**config.mk**
```make
export PLATFORM = sky130hd
export DESIGN_NAME = radius_pipe
export DESIGN_NICKNAME = d
export VERILOG_FILES = /design/src/rtl/radius_pipe.sv
export SDC_FILE = /design/constraint.sdc
export NUM_CORES = 1
export LEC_CHECK = 0
export ABC_AREA = 1
export CAP_MARGIN = 20
export CORE_UTILIZATION = 64
export CTS_CLUSTER_DIAMETER = 40
export CTS_CLUSTER_SIZE = 14
export DETAILED_ROUTE_END_ITERATION = 8
export PLACE_DENSITY_LB_ADDON = 0.1
export SETUP_SLACK_MARGIN = 0.1
export SLEW_MARGIN = 10
export SYNTH_ARGS = -nofsm -noshare
export SYNTH_HDL_FRONTEND = slang
export SYNTH_SLANG_ARGS = --single-unit
```
**constraint.sdc**
```tcl
create_clock -name clk -period 5.95 [get_ports clk]
set_clock_uncertainty 0.2 [all_clocks]
set_input_delay 0.595 -clock clk [delete_from_list [all_inputs] [get_ports clk]]
set_output_delay 0.595 -clock clk [all_outputs]
set_load 0.03 [all_outputs]
```
**src/rtl/radius_pipe.sv**
```systemverilog
// Fully pipelined floor(sqrt(x^2+y^2)) with radial band and sideband, 13 enabled cycles of latency.
// No backpressure: i_ce low freezes every stage, otherwise one sample per clock.
module radius_pipe #(
  parameter int BAND_SHIFT = 3
) (
  input  logic       clk,
  input  logic       rst_n,
  input  logic       i_ce,
  input  logic       i_valid,
  input  logic [9:0] i_x,
  input  logic [9:0] i_y,
  input  logic [2:0] i_side,
  output logic       o_valid,
  output logic [9:0] o_r_sqrt,
  output logic [3:0] o_band,
  output logic [2:0] o_side
);

  localparam int NSQ = 10;
  localparam int NSTG = 13;

  logic [9:0]  ax_q, ay_q;
  logic [19:0] sx_q, sy_q;
  logic [19:0] sum_q;

  logic [9:0]  root_q [NSQ];
  logic [20:0] rem_q  [NSQ];
  logic [19:0] rad_q  [NSQ];
  logic [9:0]  root_d [NSQ];
  logic [20:0] rem_d  [NSQ];
  logic [19:0] rad_d  [NSQ];

  logic [NSTG-1:0]      vld_q;
  logic [NSTG-1:0][2:0] side_q;

  // Restoring square root: each stage brings in two radicand bits and decides one root bit.
  for (genvar k = 0; k < NSQ; k++) begin : g_sqrt
    logic [9:0]  root_in;
    logic [20:0] rem_in;
    logic [19:0] rad_in;
    logic [22:0] rem_sh;
    logic [22:0] trial;
    logic        fit;

    if (k == 0) begin : g_first
      assign root_in = '0;
      assign rem_in  = '0;
      assign rad_in  = sum_q;
    end else begin : g_next
      assign root_in = root_q[k-1];
      assign rem_in  = rem_q[k-1];
      assign rad_in  = rad_q[k-1];
    end

    assign rem_sh    = {rem_in, rad_in[19:18]};
    assign trial     = {11'd0, root_in, 2'b01};
    assign fit       = (rem_sh >= trial);
    assign root_d[k] = {root_in[8:0], fit};
    assign rem_d[k]  = fit ? 21'(rem_sh - trial) : rem_sh[20:0];
    assign rad_d[k]  = {rad_in[17:0], 2'b00};
  end

  always_ff @(posedge clk or negedge rst_n) begin
    if (!rst_n) begin
      ax_q   <= '0;
      ay_q   <= '0;
      sx_q   <= '0;
      sy_q   <= '0;
      sum_q  <= '0;
      vld_q  <= '0;
      side_q <= '0;
      for (int k = 0; k < NSQ; k++) begin
        root_q[k] <= '0;
        rem_q[k]  <= '0;
        rad_q[k]  <= '0;
      end
    end else if (i_ce) begin
      // |-512| = 512 still fits the 10-bit unsigned magnitude
      ax_q   <= i_x[9] ? (~i_x + 10'd1) : i_x;
      ay_q   <= i_y[9] ? (~i_y + 10'd1) : i_y;
      sx_q   <= {10'd0, ax_q} * {10'd0, ax_q};
      sy_q   <= {10'd0, ay_q} * {10'd0, ay_q};
      sum_q  <= sx_q + sy_q;
      vld_q  <= {vld_q[NSTG-2:0], i_valid};
      side_q <= {side_q[NSTG-2:0], i_side};
      for (int k = 0; k < NSQ; k++) begin
        root_q[k] <= root_d[k];
        rem_q[k]  <= rem_d[k];
        rad_q[k]  <= rad_d[k];
      end
    end
  end

  // The final remainder and exhausted radicand are kept for stage uniformity only.
  logic unused_tail;
  assign unused_tail = ^{rem_q[NSQ-1], rad_q[NSQ-1]};

  assign o_valid  = vld_q[NSTG-1];
  assign o_side   = side_q[NSTG-1];
  assign o_r_sqrt = root_q[NSQ-1];
  assign o_band   = root_q[NSQ-1][BAND_SHIFT+3:BAND_SHIFT];

endmodule

```
==> flow_metrics.env, run 1 <==
export IMPL_tns_ps=0
export IMPL_crit_path_end_kind="flop"
export IMPL_cts_resized=0
export IMPL_vias_per_cell=5.36
export IMPL_final_period_utilization=0.853
export IMPL_cts_tree="built"
export IMPL_htree_levels=3
export IMPL_fill_cells=3844
export IMPL_antenna_cells=0
export IMPL_synth_ff_type="dfrtp_1"
export IMPL_synth_nets=4423
export IMPL_critPathMaxFanout=13
export IMPL_peakVddDrop_uv=401
export IMPL_vias=25496
export IMPL_outcome="complete, no violations"
export IMPL_routed_wirelength_um=67300
export IMPL_avgSynthCellArea_um2=7.33
export IMPL_die_w_um=219
export IMPL_p_per_area_nw_per_um2=527
export IMPL_required_ps=6230
export IMPL_grt_pass1_vias=24536
export IMPL_p_leak_nw=18.1
export IMPL_start_kind="flop"
export IMPL_core_um2=46600
export IMPL_worst_pin_slew_ps=1120
export IMPL_post_route_min_period_ps=5070
export IMPL_io_pin_count=45
export IMPL_path_class="flop to flop"
export IMPL_rrSetupSlack_ps=880
export IMPL_num_rows=79
export IMPL_synth_warnings=0
export IMPL_hold_path_endpoint="g_sqrt[4].rad_in[9]"
export IMPL_met3_usage=0.0434
export IMPL_synth_distinct_cells=48
export IMPL_ant_nets=0
export IMPL_antenna_found_initial=0
export IMPL_dieHeight_um=219
export IMPL_routedWlPerCell_um=14.1
export IMPL_synthCells=4118
export IMPL_whs_path_depth=2
export IMPL_timing_slew_headroom=0.254
export IMPL_timing_final_hold_violations=0
export IMPL_drv_cap=0
export IMPL_cts_root_buffer="clkbuf_16"
export IMPL_synth_edf_count=0
export IMPL_drc=0
export IMPL_nNetsFinal=4401
export IMPL_synth_area_um2=30200
export IMPL_busiest_layer="met2"
export IMPL_min_path_type="flop to flop"
export IMPL_clk_transition_reported_paths_ps=60
export IMPL_timing_final_max_slew_violations=0
export IMPL_grt_pass1_wl_um=116000
export IMPL_area_growth_pct=10.3
export IMPL_use_met1=0.388
export IMPL_initial_core_util=0.648
export IMPL_cts_made_buffers=71
export IMPL_hpwl_um=48400
export IMPL_drtPass1Iterations=6
export IMPL_r2r_start="ay_q[1]"
export IMPL_cp_arrival_ps=5350
export IMPL_drive_above_1_share=0.0429
export IMPL_ff_latch_area_um2=11000
export IMPL_dieArea_um2=48000
export IMPL_hp_start="g_sqrt[3].rad_in[7]"
export IMPL_grtUsageTotal=0.294
export IMPL_max_clock_freq_ghz=0.197
export IMPL_place_congestion=0.942
export IMPL_r2r_end="sy_q[16]"
export IMPL_dr_first_iter_drc_count=1778
export IMPL_cts_sinks=438
export IMPL_met2_usage=0.498
export IMPL_multi_input_area_um2=16400
export IMPL_ys_seq_area_frac=0.363
export IMPL_async_flop_share=1.00
export IMPL_reg2regPathDepth=18
export IMPL_grt_max_degree=237
export IMPL_clk_path_buf_depth=3
export IMPL_finalSetupViolCount=0
export IMPL_clkLatencyLatePin_ps=600
export IMPL_whs_ps=257
export IMPL_synth_seq_cells=438
export IMPL_rsz0062_at_grt="false"
export IMPL_grt_remaining_overflow=0
export IMPL_io_buffers=44
-- cell families (layout without fill, tap and decap cells) --
kind of cell | after synthesis | in the layout | share of synthesized area
AO/OA/AOI/OAI | 368 | 368 | 0.0658
XOR/XNOR | 128 | 128 | 0.0372
adder cells (fa/ha/maj) | 278 | 278 | 0.139
buffers and inverters | 714 | 746 | 0.0938
flip-flops | 438 | 438 | 0.363
AND/OR/NAND/NOR | 2192 | 2192 | 0.301
-- cell usage after synthesis, types with 50 or more instances --
master | instances | area (um^2)
nand2_1 | 1423 | 5340
o21ai_0 | 218 | 1090
ha_1 | 184 | 2300
fa_1 | 94 | 1880
dfrtp_1 | 438 | 11000
nand3_1 | 337 | 1690
xor2_1 | 78 | 683
xnor2_1 | 50 | 438
nor2_1 | 292 | 1100
a21oi_1 | 82 | 410
nand4_1 | 52 | 325
clkbuf_1 | 93 | 349
inv_1 | 565 | 2120
-- critical path, stage by stage, from the launching register on --
cell and delay (ps):
dfrtp_1 580, nand2_1 170, fa_1 510, fa_1 540, inv_1 50, fa_1 500
fa_1 540, inv_1 50, fa_1 540, inv_1 50, ha_1 340, inv_1 70
o21ai_0 230, a21oi_1 150, o21a_1 210, nand2_1 60, nand2_1 50, nand3_1 60
nand2_1 50
-- timing repair --
item | 4_1_cts | 5_1_grt
endpoints found under the hold margin | 90 | 0
buffers inserted | 0 | 0
hold buffers | 1 | 0
-- cell usage in the layout, fill, tap and decap left out, drive strengths merged --
| cell type | count |
|---|---|
| o21ai | 233 |
| dlygate4sd3 | 1 |
| nor2 | 307 |
| clkinv | 11 |
| a21o | 7 |
| a22o | 2 |
| o21bai | 13 |
| and3 | 1 |
| clkbuf | 82 |
| o211ai | 11 |
| clkinvlp | 3 |
| nand3 | 343 |
| nor4 | 1 |
| or2 | 5 |
| a31oi | 6 |
| ha | 184 |
| a21oi | 83 |
| nand4 | 54 |
| o221ai | 3 |
| o21a | 4 |
| nand3b | 22 |
| o22ai | 3 |
| nor3 | 24 |
| nand2 | 1431 |
| o2111ai | 1 |
| and2 | 4 |
| dfrtp | 438 |
| xnor2 | 50 |
| fa | 94 |
| bufinv | 7 |
| clkdlybuf4s50 | 42 |
| inv | 592 |
| xor2 | 78 |
| a211oi | 2 |
| buf | 8 |
-- routing by layer --
metal	vias to the layer above	part of all wire
met5	-	0
met4	0	0.027
met3	147	0.041
met2	508	0.48
met1	11980	0.45
li1	12861	-
-- through the flow --
step                area (um^2)  setup WS [ps]  std cells  utilization  power [mW]
finish                    33300            875       4757        0.715        17.5
global route              33300            587       4757        0.715        19.2
floorplan                 30200           1140       4118            -        11.2
detailed placement        30800            916       4629        0.662        13.2
CTS                       33300            857       4757        0.715        17.6
global placement          30800            997       4629        0.662        13.1
-- power by group --
| part | internal, mW | total, mW | switching, mW | leakage (nW) |
|---|---|---|---|---|
| sequential | 3.94 | 4.77 | 0.831 | 5.53 |
| clock | 2.68 | 4.25 | 1.57 | 1.21 |
| combinational | 3.12 | 8.51 | 5.38 | 11.3 |
| total | 9.74 | 17.5 | 7.78 | 18.1 |
-- state kept, by name, indices dropped and copies added (netlist names) --
| name | cells |
|---|---|
| ax_q | 10 |
| ay_q | 10 |
| g_sqrt.rad_in | 110 |
| g_sqrt.rem_in | 163 |
| g_sqrt.root_in | 45 |
| o_r_sqrt | 10 |
| o_side | 3 |
| side_q | 36 |
| sx_q | 19 |
| sy_q | 19 |
| vld_q | 13 |
-- how the worst max path moves through the flow --
stage / from / end / slack [ps] / cells after the start
finish: ay_q[1] / sy_q[16] / 880 / 18
global route: ay_q[1] / sy_q[16] / 590 / 18
CTS: ay_q[1] / sy_q[16] / 860 / 18
detailed placement: ay_q[1] / sy_q[16] / 920 / 18
global placement: ay_q[9] / sy_q[19] / 1000 / 19
floorplan: ay_q[1] / sy_q[16] / 1140 / 19
-- area by class of cell --
| type | count | area share |
|---|---|---|
| Clock buffer | 82 | 0.0577 |
| Clock inverter | 45 | 0.0166 |
| Inverter | 568 | 0.0643 |
| Multi-Input combinational cell | 2966 | 0.492 |
| Sequential cell | 438 | 0.329 |
| Tap cell | 607 | 0.0228 |
| Timing Repair Buffer | 51 | 0.0171 |
(Power assumes the default switching activity.)
==> run 2: changes to the inputs <==
Settings changed: CORE_UTILIZATION 64 to 65, DONT_BUFFER_PORTS set to 1.
==> run 2 against run 1 <==
Core utilization up 1.0 points. Sequential share of layout area grew 0.24 points. Setup slack improved by 28 ps. Final area down 0.71%. The run now ends with negative hold slack left. Combinational power fell by 0.8%. Via count grew 1.9%. First-iteration DRC count is 23% higher. Fmax grew 0.55%. Cell count down 0.63%. Worst hold slack got worse by 760 ps.
==> flow_metrics.env, run 2 (synthesis gave the netlist of run 1 again) <==
export IMPL_dieArea_um2=47300
export IMPL_drv_cap=0
export IMPL_clkLatencyLatePin_ps=600
export IMPL_design_area_um2=33000
export IMPL_dr_first_iter_drc_count=2179
export IMPL_hold_buffers=26
export IMPL_vias=25977
export IMPL_crit_path_end_kind="flop"
export IMPL_grtUsageTotal=0.317
export IMPL_critPathMaxFanout=11
export IMPL_area_growth_pct=9.51
export IMPL_grt_pass1_wl_um=122000
export IMPL_post_route_min_period_ps=5050
export IMPL_finalSetupViolCount=0
export IMPL_cts_made_buffers=70
export IMPL_largest_reg_flops=163
export IMPL_die_w_um=217
export IMPL_p_per_area_nw_per_um2=528
export IMPL_cts_root_buffer="clkbuf_16"
export IMPL_antenna_found_initial=0
export IMPL_nNetsFinal=4377
export IMPL_final_period_utilization=0.848
export IMPL_htree_levels=3
export IMPL_place_congestion=0.935
export IMPL_drive_above_1_share=0.0424
export IMPL_stdcell_count=4727
export IMPL_worst_pin_slew_ps=1170
export IMPL_grt_max_degree=439
export IMPL_timing_slew_headroom=0.215
export IMPL_timing_final_max_slew_violations=0
export IMPL_routedWlPerCell_um=15.2
export IMPL_grt_pass1_vias=25207
export IMPL_utilization=0.725
export IMPL_violations="negative hold slack"
export IMPL_core_um2=45600
export IMPL_ant_nets=0
export IMPL_cts_sinks=438
export IMPL_dpl_cell_count=4574
export IMPL_dieHeight_um=217
export IMPL_rsz0062_at_grt="false"
export IMPL_cp_arrival_ps=5330
export IMPL_routed_wirelength_um=71600
export IMPL_power_mw=17.5
export IMPL_max_clock_freq_ghz=0.198
export IMPL_p_leak_nw=18.0
export IMPL_outcome="finished with violations"
export IMPL_dpl_cell_area_um2=30300
export IMPL_initial_core_util=0.662
export IMPL_whs_ps=-501
export IMPL_crit_start="ax_q[9]"
export IMPL_start_kind="flop"
export IMPL_cts_setup_buffers=0
export IMPL_cts_tree="built"
export IMPL_final_cell_mix="nand2_1 (1423), inv_1 (565), dfrtp_1 (438)"
export IMPL_drc=0
export IMPL_tns_ps=0
export IMPL_peakVddDrop_uv=387
export IMPL_antenna_cells=0
export IMPL_required_ps=6230
export IMPL_vias_per_cell=5.50
export IMPL_drtPass1Iterations=5
export IMPL_min_path_type="input pin to asynchronous set/reset pin"
export IMPL_num_rows=78
export IMPL_layout_commonest_cell="nand2_1"
export IMPL_io_pin_count=45
export IMPL_timing_final_hold_violations=438
export IMPL_cts_resized=0
export IMPL_r2r_start="ax_q[9]"
export IMPL_clk_transition_reported_paths_ps=50
export IMPL_clk_path_buf_depth=3
export IMPL_path_class="flop to flop"
export IMPL_hpwl_um=47000
export IMPL_io_buffers=0
export IMPL_grt_remaining_overflow=0
==> run 2: cell types whose count changed in the layout (fill, tap and decap cells not counted), moves of 5 or more <==
cell / change
clkinv_4: -5
clkdlybuf4s50_1: -42
inv_6: -5
clkinv_2: +6
dlygate4sd3_1: +20
==> run 2: path summary, 6_finish.rpt <==
check | end | slack, ps | cells after the start
worst max-delay path | sx_q[15] | 900 | 19
worst min-delay path | g_sqrt[9].rem_in[18] | -500 | 0
worst max register to register | sx_q[15] | 900 | 19
worst min register to register | g_sqrt[6].rad_in[16] | 260 | 2
max in group asynchronous | o_side[1] | 5160 | 0
min in group clk | ax_q[6] | 30 | 2
==> run 2: report_power, final <==
part | switching [mW] | leakage [nW] | internal, mW
logic | 5.33 | 11.3 | 3.10
registers | 0.864 | 5.53 | 3.94
clock network | 1.56 | 1.19 | 2.66
total | 7.76 | 18.0 | 9.70
==> run 2: final cells by class <==
| class | instances | area [um^2] |
|---|---|---|
| clock buffer | 80 | 1870 |
| timing repair buffer | 28 | 368 |
| tap | 600 | 751 |
| multi-input combinational | 2966 | 16400 |
| clock inverter | 47 | 571 |
| inverter | 568 | 2140 |
| sequential | 438 | 11000 |
| fill | 3738 | 12500 |
==> run 2: worst max-delay path, cell delays in order, from the launching register on <==
cell	delay, ps
dfrtp_1	540
nand2_1	190
fa_1	540
fa_1	540
inv_1	50
fa_1	500
fa_1	540
inv_1	50
fa_1	520
inv_1	40
ha_1	340
nand2_1	120
nor2_1	150
nand3_1	110
nand3_1	160
nand2_1	90
nand2_1	60
nand2_1	50
nand3_1	60
nand2_1	70
==> run 2: routing by layer <==
layer  track usage  wire length, um  up-vias
met5             0                0        -
met4         0.109             2100        0
met3        0.0445             3590      156
met2         0.536            34800      664
met1         0.419            31100    12350
li1              -                -    12807
==> run 2: metrics by stage <==
stage,hold slack (ps),setup slack (ps)
2_1_floorplan,99.4,1140
5_1_grt,-532,583
6_report,-501,903
3_5_place_dp,109,937
3_3_place_gp,109,1010
4_1_cts,-521,924
